$ cat src/rtl/ahb_slave_mem_pkg.sv
// ahb_pkg: shared AHB-Lite encodings and the responder state type.
// Used by ahb_slave_mem and ahb_slave_mem_wstrb (import ahb_pkg::*).
package ahb_pkg;

  localparam logic [1:0] HTRANS_IDLE   = 2'b00;
  localparam logic [1:0] HTRANS_BUSY   = 2'b01;
  localparam logic [1:0] HTRANS_NONSEQ = 2'b10;
  localparam logic [1:0] HTRANS_SEQ    = 2'b11;

  localparam logic [2:0] HSIZE_BYTE = 3'd0;
  localparam logic [2:0] HSIZE_HALF = 3'd1;
  localparam logic [2:0] HSIZE_WORD = 3'd2;

  localparam logic HRESP_OKAY  = 1'b0;
  localparam logic HRESP_ERROR = 1'b1;

  typedef enum logic [1:0] {
    S_IDLE = 2'd0,
    S_WAIT = 2'd1,
    S_ERR1 = 2'd2,
    S_ERR2 = 2'd3
  } slv_state_t;

endpackage

$ cat src/rtl/ahb_slave_mem_if.sv
// ahb_slave_mem_if: AHB-Lite bus bundle between an interconnect (master
// modport) and a responder (slave modport).
//   HSEL/HADDR/HWRITE/HSIZE/HTRANS/HREADY/HWDATA : toward the responder
//   HRDATA/HREADYOUT/HRESP                       : back from the responder
interface ahb_slave_mem_if #(
  parameter int ADDR_WIDTH = 32
);
  logic                  HSEL;
  logic [ADDR_WIDTH-1:0] HADDR;
  logic                  HWRITE;
  logic [2:0]            HSIZE;
  logic [1:0]            HTRANS;
  logic                  HREADY;
  logic [31:0]           HWDATA;
  logic [31:0]           HRDATA;
  logic                  HREADYOUT;
  logic                  HRESP;

  modport master (
    output HSEL, HADDR, HWRITE, HSIZE, HTRANS, HREADY, HWDATA,
    input  HRDATA, HREADYOUT, HRESP
  );

  modport slave (
    input  HSEL, HADDR, HWRITE, HSIZE, HTRANS, HREADY, HWDATA,
    output HRDATA, HREADYOUT, HRESP
  );
endinterface

$ cat src/rtl/ahb_slave_mem_wstrb.sv
// ahb_slave_mem_wstrb: byte-lane strobe decode from transfer size and the
// low address bits, plus an alignment-violation flag.
//   size_i     : HSIZE
//   off_i      : HADDR[1:0]
//   strb_o     : one bit per byte lane of the 32-bit word
//   misalign_o : half on an odd address, or word not on a 4-byte boundary
// Sizes above a word give an empty strobe; the caller rejects them.
module ahb_slave_mem_wstrb
  import ahb_pkg::*;
(
  input  logic [2:0] size_i,
  input  logic [1:0] off_i,
  output logic [3:0] strb_o,
  output logic       misalign_o
);

  always_comb begin
    strb_o     = 4'b0000;
    misalign_o = 1'b0;
    case (size_i)
      HSIZE_BYTE: begin
        case (off_i)
          2'd0:    strb_o = 4'b0001;
          2'd1:    strb_o = 4'b0010;
          2'd2:    strb_o = 4'b0100;
          default: strb_o = 4'b1000;
        endcase
      end
      HSIZE_HALF: begin
        misalign_o = off_i[0];
        strb_o     = off_i[1] ? 4'b1100 : 4'b0011;
      end
      HSIZE_WORD: begin
        misalign_o = (off_i != 2'd0);
        strb_o     = 4'b1111;
      end
      default: strb_o = 4'b0000;
    endcase
  end

endmodule

$ cat src/rtl/ahb_slave_mem.sv
// ahb_slave_mem: AHB-Lite responder backed by a DEPTH x 32-bit register
// array, with WAIT_STATES HREADYOUT-low cycles per OKAY data phase and a
// two-cycle ERROR response for illegal accesses.
//   HCLK, HRESETn : clock, asynchronous active-low reset
//   bus (slave)   : AHB-Lite signals, see ahb_slave_mem_if
//
// state  | meaning
// S_IDLE | ready; final data-phase cycle when a transfer is pending
// S_WAIT | inserting wait states, HREADYOUT low
// S_ERR1 | first ERROR cycle, HRESP high, HREADYOUT low
// S_ERR2 | second ERROR cycle, HRESP high, HREADYOUT high
module ahb_slave_mem
  import ahb_pkg::*;
#(
  parameter int ADDR_WIDTH  = 32,
  parameter int DEPTH       = 64,
  parameter int WAIT_STATES = 0
) (
  input  logic              HCLK,
  input  logic              HRESETn,
  ahb_slave_mem_if.slave    bus
);

  localparam int IDX_W = $clog2(DEPTH);
  localparam logic [3:0] WS_M1 = 4'((WAIT_STATES == 0) ? 0 : WAIT_STATES - 1);

  slv_state_t        state_q, state_d;
  logic [3:0]        cnt_q, cnt_d;
  logic              dp_valid_q, dp_valid_d;
  logic              write_q, write_d;
  logic [IDX_W-1:0]  idx_q, idx_d;
  logic [3:0]        strb_q, strb_d;
  logic [31:0]       mem_q [DEPTH];

  logic [3:0] strb;
  logic       misalign;
  logic       accept;
  logic       illegal;
  logic       complete;

  ahb_slave_mem_wstrb u_wstrb (
    .size_i     (bus.HSIZE),
    .off_i      (bus.HADDR[1:0]),
    .strb_o     (strb),
    .misalign_o (misalign)
  );

  // Accepts are only honoured while ready in IDLE; an accept during ERR2 is dropped.
  assign accept   = bus.HSEL & bus.HREADY & bus.HTRANS[1] & (state_q == S_IDLE);
  assign illegal  = (bus.HSIZE > HSIZE_WORD) | misalign |
                    (|bus.HADDR[ADDR_WIDTH-1:IDX_W+2]);
  assign complete = (state_q == S_IDLE) & dp_valid_q;

  always_comb begin
    state_d    = state_q;
    cnt_d      = cnt_q;
    dp_valid_d = dp_valid_q;
    write_d    = write_q;
    idx_d      = idx_q;
    strb_d     = strb_q;
    case (state_q)
      S_IDLE: begin
        dp_valid_d = 1'b0;
        if (accept) begin
          if (illegal) begin
            state_d = S_ERR1;
          end else begin
            dp_valid_d = 1'b1;
            write_d    = bus.HWRITE;
            idx_d      = bus.HADDR[IDX_W+1:2];
            strb_d     = strb;
            if (WAIT_STATES != 0) begin
              state_d = S_WAIT;
              cnt_d   = WS_M1;
            end
          end
        end
      end
      S_WAIT: begin
        if (cnt_q == 4'd0) state_d = S_IDLE;
        else               cnt_d   = cnt_q - 4'd1;
      end
      S_ERR1:  state_d = S_ERR2;
      default: state_d = S_IDLE;
    endcase
  end

  always_ff @(posedge HCLK or negedge HRESETn) begin
    if (!HRESETn) begin
      state_q    <= S_IDLE;
      cnt_q      <= '0;
      dp_valid_q <= 1'b0;
      write_q    <= 1'b0;
      idx_q      <= '0;
      strb_q     <= '0;
    end else begin
      state_q    <= state_d;
      cnt_q      <= cnt_d;
      dp_valid_q <= dp_valid_d;
      write_q    <= write_d;
      idx_q      <= idx_d;
      strb_q     <= strb_d;
    end
  end

  always_ff @(posedge HCLK or negedge HRESETn) begin
    if (!HRESETn) begin
      for (int i = 0; i < DEPTH; i++) mem_q[i] <= '0;
    end else if (complete && write_q) begin
      for (int b = 0; b < 4; b++) begin
        if (strb_q[b]) mem_q[idx_q][8*b +: 8] <= bus.HWDATA[8*b +: 8];
      end
    end
  end

  assign bus.HREADYOUT = (state_q == S_IDLE) || (state_q == S_ERR2);
  assign bus.HRESP     = ((state_q == S_ERR1) || (state_q == S_ERR2)) ? HRESP_ERROR : HRESP_OKAY;
  assign bus.HRDATA    = (complete && !write_q) ? mem_q[idx_q] : 32'h0;

endmodule

$ cat src/flat_wrapper.sv
// flat-port wrapper written by rule: the top's interface ports become plain ports
module ahb_slave_mem_flat import ahb_pkg::*;
#(
  parameter int ADDR_WIDTH  = 32,
  parameter int DEPTH       = 64,
  parameter int WAIT_STATES = 0
)
  (HCLK, HRESETn, bus_HSEL, bus_HADDR, bus_HWRITE, bus_HSIZE, bus_HTRANS, bus_HREADY, bus_HWDATA, bus_HRDATA, bus_HREADYOUT, bus_HRESP);
  ahb_slave_mem_if #(.ADDR_WIDTH(ADDR_WIDTH)) bus_i ();
  input  logic HCLK;
  input  logic HRESETn;
  input wire logic [$bits(bus_i.HSEL)-1:0] bus_HSEL;
  input wire logic [$bits(bus_i.HADDR)-1:0] bus_HADDR;
  input wire logic [$bits(bus_i.HWRITE)-1:0] bus_HWRITE;
  input wire logic [$bits(bus_i.HSIZE)-1:0] bus_HSIZE;
  input wire logic [$bits(bus_i.HTRANS)-1:0] bus_HTRANS;
  input wire logic [$bits(bus_i.HREADY)-1:0] bus_HREADY;
  input wire logic [$bits(bus_i.HWDATA)-1:0] bus_HWDATA;
  output wire logic [$bits(bus_i.HRDATA)-1:0] bus_HRDATA;
  output wire logic [$bits(bus_i.HREADYOUT)-1:0] bus_HREADYOUT;
  output wire logic [$bits(bus_i.HRESP)-1:0] bus_HRESP;
  assign bus_i.HSEL = bus_HSEL;
  assign bus_i.HADDR = bus_HADDR;
  assign bus_i.HWRITE = bus_HWRITE;
  assign bus_i.HSIZE = bus_HSIZE;
  assign bus_i.HTRANS = bus_HTRANS;
  assign bus_i.HREADY = bus_HREADY;
  assign bus_i.HWDATA = bus_HWDATA;
  assign bus_HRDATA = bus_i.HRDATA;
  assign bus_HREADYOUT = bus_i.HREADYOUT;
  assign bus_HRESP = bus_i.HRESP;
  ahb_slave_mem #(.ADDR_WIDTH(ADDR_WIDTH), .DEPTH(DEPTH), .WAIT_STATES(WAIT_STATES)) u_core (.HCLK(HCLK), .HRESETn(HRESETn), .bus(bus_i));
endmodule
$ cat config.mk
export PLATFORM = sky130hd
export DESIGN_NAME = ahb_slave_mem_flat
export DESIGN_NICKNAME = d
export VERILOG_FILES = /design/src/rtl/ahb_slave_mem_pkg.sv /design/src/rtl/ahb_slave_mem_if.sv /design/src/rtl/ahb_slave_mem_wstrb.sv /design/src/rtl/ahb_slave_mem.sv /design/src/flat_wrapper.sv
export SDC_FILE = /design/constraint.sdc
export NUM_CORES = 2
export LEC_CHECK = 0
export ABC_AREA = 1
export BUFFER_PORTS_ARGS = -buffer_cell sky130_fd_sc_hd__buf_4
export CORE_MARGIN = 2
export CORE_UTILIZATION = 25
export DETAILED_ROUTE_END_ITERATION = 12
export GPL_TIMING_DRIVEN = 0
export PLACE_DENSITY_LB_ADDON = 0.08
export SLEW_MARGIN = 20
export SYNTH_ARGS = -nofsm -noshare
export SYNTH_HDL_FRONTEND = slang
export SYNTH_SLANG_ARGS = --single-unit
$ cat constraint.sdc
create_clock -name HCLK -period 5.2 [get_ports HCLK]
set_input_delay 0.26 -clock HCLK [delete_from_list [all_inputs] [get_ports HCLK]]
set_output_delay 0.26 -clock HCLK [all_outputs]
set_load 0.02 [all_outputs]
==> run summary <==
Pleak = 59.7 nW
Final Hold Fails = 0
total of fill cells in the finished design = 42850
first-pass GRT wire length = 731 mm
Mapped Avg Cell Area = 7.26 µm²
first-pass iteration count of the detailed router = 8
Clk pin slew, worst setup/hold paths = 60 ps
kind of path behind the tightest hold check = in2reg
Num CTS Buffers = 274
share of cells above drive strength 1 = 6.40%
CTS H-tree depth = 5
number of placed I/O pins = 108
Data arrival, critical path = 5090 ps
detailed-route DRC error count = 0
buffer type at the clock tree root = sky130_fd_sc_hd__clkbuf_16
portion of total power attributed to the clock network = 52.7%
number of standard cells in the layout, taps in and fillers out = 19303
commonest cells after routing, fill and taps aside = sky130_fd_sc_hd__nand2_1, sky130_fd_sc_hd__dfrtp_1, sky130_fd_sc_hd__o21ai_0
Pins Over Slew Limit = 0
cell area power density = 315 nW/µm²
post-CTS setup buffer count = 0
cell count after synthesis = 13388
worst-margin pin slew = 1250 ps
number of nets in the final layout = 13975
Logic pwr share = 3.4%
number of antenna violations at the first check in global routing = 76
total of warnings raised by yosys = 0
Port Buffers = 106
Num Clock Sinks = 2066
Switching Power = 9.11 mW
most frequent standard cell in the layout excluding fill and tap cells = sky130_fd_sc_hd__nand2_1
top achievable clock speed = 187 MHz
library cells used by synthesis = 25
run status = complete, but fails checks
min Tclk post-route = 5350 ps
post-route ant nets = 0
post-route setup slack = -149 ps
CTS max path bufs = 4
maximum number of pins on one net before global-route repair = 128
insertion delay of the later-clocked pin in the worst-skew pair = 970 ps
overall via count from detail_route = 92519
core area = 386000 µm²
starting density of the core = 25.2%
vias per std cell = 4.79
maximum fanout along the worst path = 10
max-cap viol count = 0
cell area after technology mapping = 97100 µm²
IR drop worst, VDD = 0.249 mV
sequential share of the synthesized area = 53.2%
standard-cell rows = 228
part of the cycle the worst path needs = 103%
Synth Net Count = 13467
P_int = 27.6 mW
Final Setup Violations = 13
average routed wire per standard cell = 27.4 µm
count of placed standard cells including taps = 18758
fraction of power spent switching nets = 24.8%
violated checks = negative setup slack
final routed wirelength across all metal layers = 529 mm
Congestion Overflow GR = 0
count of routing violations after the opening detailed-route iteration = 9423
clock tree from TritonCTS = built
part of the total power dissipated in sequential elements = 43.9%
die area = 394000 µm²
via count of the first global-routing pass = 89039
setup skew after layout = 52.6 ps
Overall Power = 36.7 mW
WP data required = 4940 ps
total routing resource utilization after global routing = 26.4%
kind of critical path = reg2out
type of destination of the critical path = primary output
launching element type of the critical path = register
height of the die = 627 µm
worst slew margin relative to its limit = 16.8%
number of synthesized register bits = 2066
relative area change from synthesis to final layout = 19.9%
RD Place Congestion = 0.992
post-detail-place hpwl = 404 mm
Die X = 627 µm
[metal layers]
metal	global-route usage, %	routed length (µm)	part of all wire [%]
met1	36.4	237000	45
met2	41.5	235000	44
met3	3.42	30300	5.7
met4	11.3	26200	5.0
met5	0	111	0.021
[metrics by stage]
stage | util [%] | hold WS [ps] | setup TNS (ps) | setup slack [ps] | cell area (µm²)
6_report | 30.2 | 48.2 | -749 | -149 | 117000
5_1_grt | 30.2 | 20.6 | -66.5 | -16.4 | 116000
3_3_place_gp | 27.0 | 461 | - | -26410 | 104000
4_1_cts | 30.1 | 0.756 | 0 | 9.78 | 116000
3_5_place_dp | 27.7 | 284 | 0 | 43.2 | 107000
2_1_floorplan | - | -35.6 | 0 | 2960 | 97100
[sequential cells by signal, indices dropped and copies added, names as in the netlist]
register / count
u_core.cnt_q: 4
u_core.dp_valid_q: 1
u_core.idx_q: 6
u_core.write_q: 1
u_core.strb_q: 4
u_core.state_q: 2
u_core.mem_q: 2048
[worst max-delay path, cell delays in order, from the launching register on]
cell and delay, ps:
sky130_fd_sc_hd__dfrtp_1 500, sky130_fd_sc_hd__inv_1 150, sky130_fd_sc_hd__buf_2 330, sky130_fd_sc_hd__clkbuf_2 440
sky130_fd_sc_hd__clkbuf_1 750, sky130_fd_sc_hd__nand2_1 120, sky130_fd_sc_hd__nand2_1 100, sky130_fd_sc_hd__nand2_1 60
sky130_fd_sc_hd__nand2_1 90, sky130_fd_sc_hd__nand2_1 50, sky130_fd_sc_hd__nand2_1 370, sky130_fd_sc_hd__nand2_1 150
sky130_fd_sc_hd__nand2_1 220, sky130_fd_sc_hd__nor2_1 130, sky130_fd_sc_hd__a21oi_4 400, sky130_fd_sc_hd__buf_4 230
[final timing paths]
| check | from | to | slack [ps] | cells past startpoint |
|---|---|---|---|---|
| setup / recovery | u_core.idx_q[0] | bus_HRDATA[13] | -150 | 15 |
| hold / removal | bus_HWDATA[8] | u_core.mem_q[1864] | 50 | 4 |
| setup reg to reg | u_core.idx_q[2] | u_core.mem_q[678] | 460 | 8 |
| hold reg to reg | u_core.cnt_q[3] | u_core.cnt_q[3] | 470 | 1 |
| max in group asynchronous | HRESETn | u_core.mem_q[19] | 2500 | 7 |
| min in group asynchronous | HRESETn | u_core.mem_q[978] | 60 | 3 |
[cell type report]
class / instances / area (µm²) / share of cell area (%)
Sequential cell: 2066 / 51700 / 44.4
Multi-Input combinational cell: 10345 / 42000 / 36.1
Clock buffer: 420 / 8200 / 7.03
Tap cell: 5175 / 6470 / 5.56
Buffer: 892 / 3620 / 3.11
Timing Repair Buffer: 235 / 3440 / 2.95
Clock inverter: 61 / 666 / 0.571
Inverter: 82 / 340 / 0.292
Antenna cell: 27 / 67.6 / 0.0580
[cell usage after synthesis]
| master | number | area share [%] |
|---|---|---|
| sky130_fd_sc_hd__nand2_1 | 8025 | 31 |
| sky130_fd_sc_hd__dfrtp_1 | 2066 | 53 |
| sky130_fd_sc_hd__o21ai_0 | 1543 | 7.9 |
| sky130_fd_sc_hd__clkbuf_1 | 844 | 3.3 |
| sky130_fd_sc_hd__o21ai_1 | 532 | 2.7 |
| sky130_fd_sc_hd__nor2_1 | 127 | 0.49 |
| sky130_fd_sc_hd__buf_1 | 40 | 0.15 |
| sky130_fd_sc_hd__inv_1 | 38 | 0.15 |
| sky130_fd_sc_hd__a21oi_1 | 35 | 0.18 |
| sky130_fd_sc_hd__clkinv_1 | 32 | 0.12 |
| sky130_fd_sc_hd__nor2_2 | 31 | 0.20 |
| sky130_fd_sc_hd__nand3_1 | 13 | 0.067 |
| sky130_fd_sc_hd__inv_2 | 12 | 0.046 |
| sky130_fd_sc_hd__buf_2 | 11 | 0.057 |
| sky130_fd_sc_hd__o211ai_1 | 7 | 0.054 |
| sky130_fd_sc_hd__or2_2 | 6 | 0.039 |
| sky130_fd_sc_hd__ha_1 | 5 | 0.064 |
| sky130_fd_sc_hd__nor3_1 | 5 | 0.026 |
| sky130_fd_sc_hd__nor3_4 | 5 | 0.084 |
| sky130_fd_sc_hd__a21o_1 | 4 | 0.031 |
| sky130_fd_sc_hd__nor3_2 | 3 | 0.031 |
| sky130_fd_sc_hd__and3_1 | 1 | 0.0064 |
| sky130_fd_sc_hd__nand3b_1 | 1 | 0.0077 |
| sky130_fd_sc_hd__nand4_1 | 1 | 0.0064 |
| sky130_fd_sc_hd__xor2_1 | 1 | 0.0090 |
[what timing repair did]
item | in CTS | in global routing
setup endpoints to repair | 32 | 5
cloned | 0 | 0
hold endpoints to repair | 542 | 0
gates resized for setup | 135 | 6
hold buffers | 40 | 0
[power groups by stage]
stage                     sequential (mW)  combinational, mW  clock, mW
after floorplan                      16.4              0.248          0
after global placement               16.4               1.16          0
after detailed placement             16.4               1.25          0
after CTS                            16.1               1.28       19.7
after global routing                 16.1               1.35       20.3
final                                16.1               1.24       19.4
[cells by family after synthesis]
kind of cell / after synthesis / synth area share (%)
and+or+nand+nor: 8218 / 32.0
buffers and inverters: 977 / 3.79
adders and majority gates: 5 / 0.0644
AOI/OAI and AO/OA: 2121 / 11.0
xor gates and xnor gates: 1 / 0.00902
DFF: 2066 / 53.2
(Power assumes the default switching activity.)
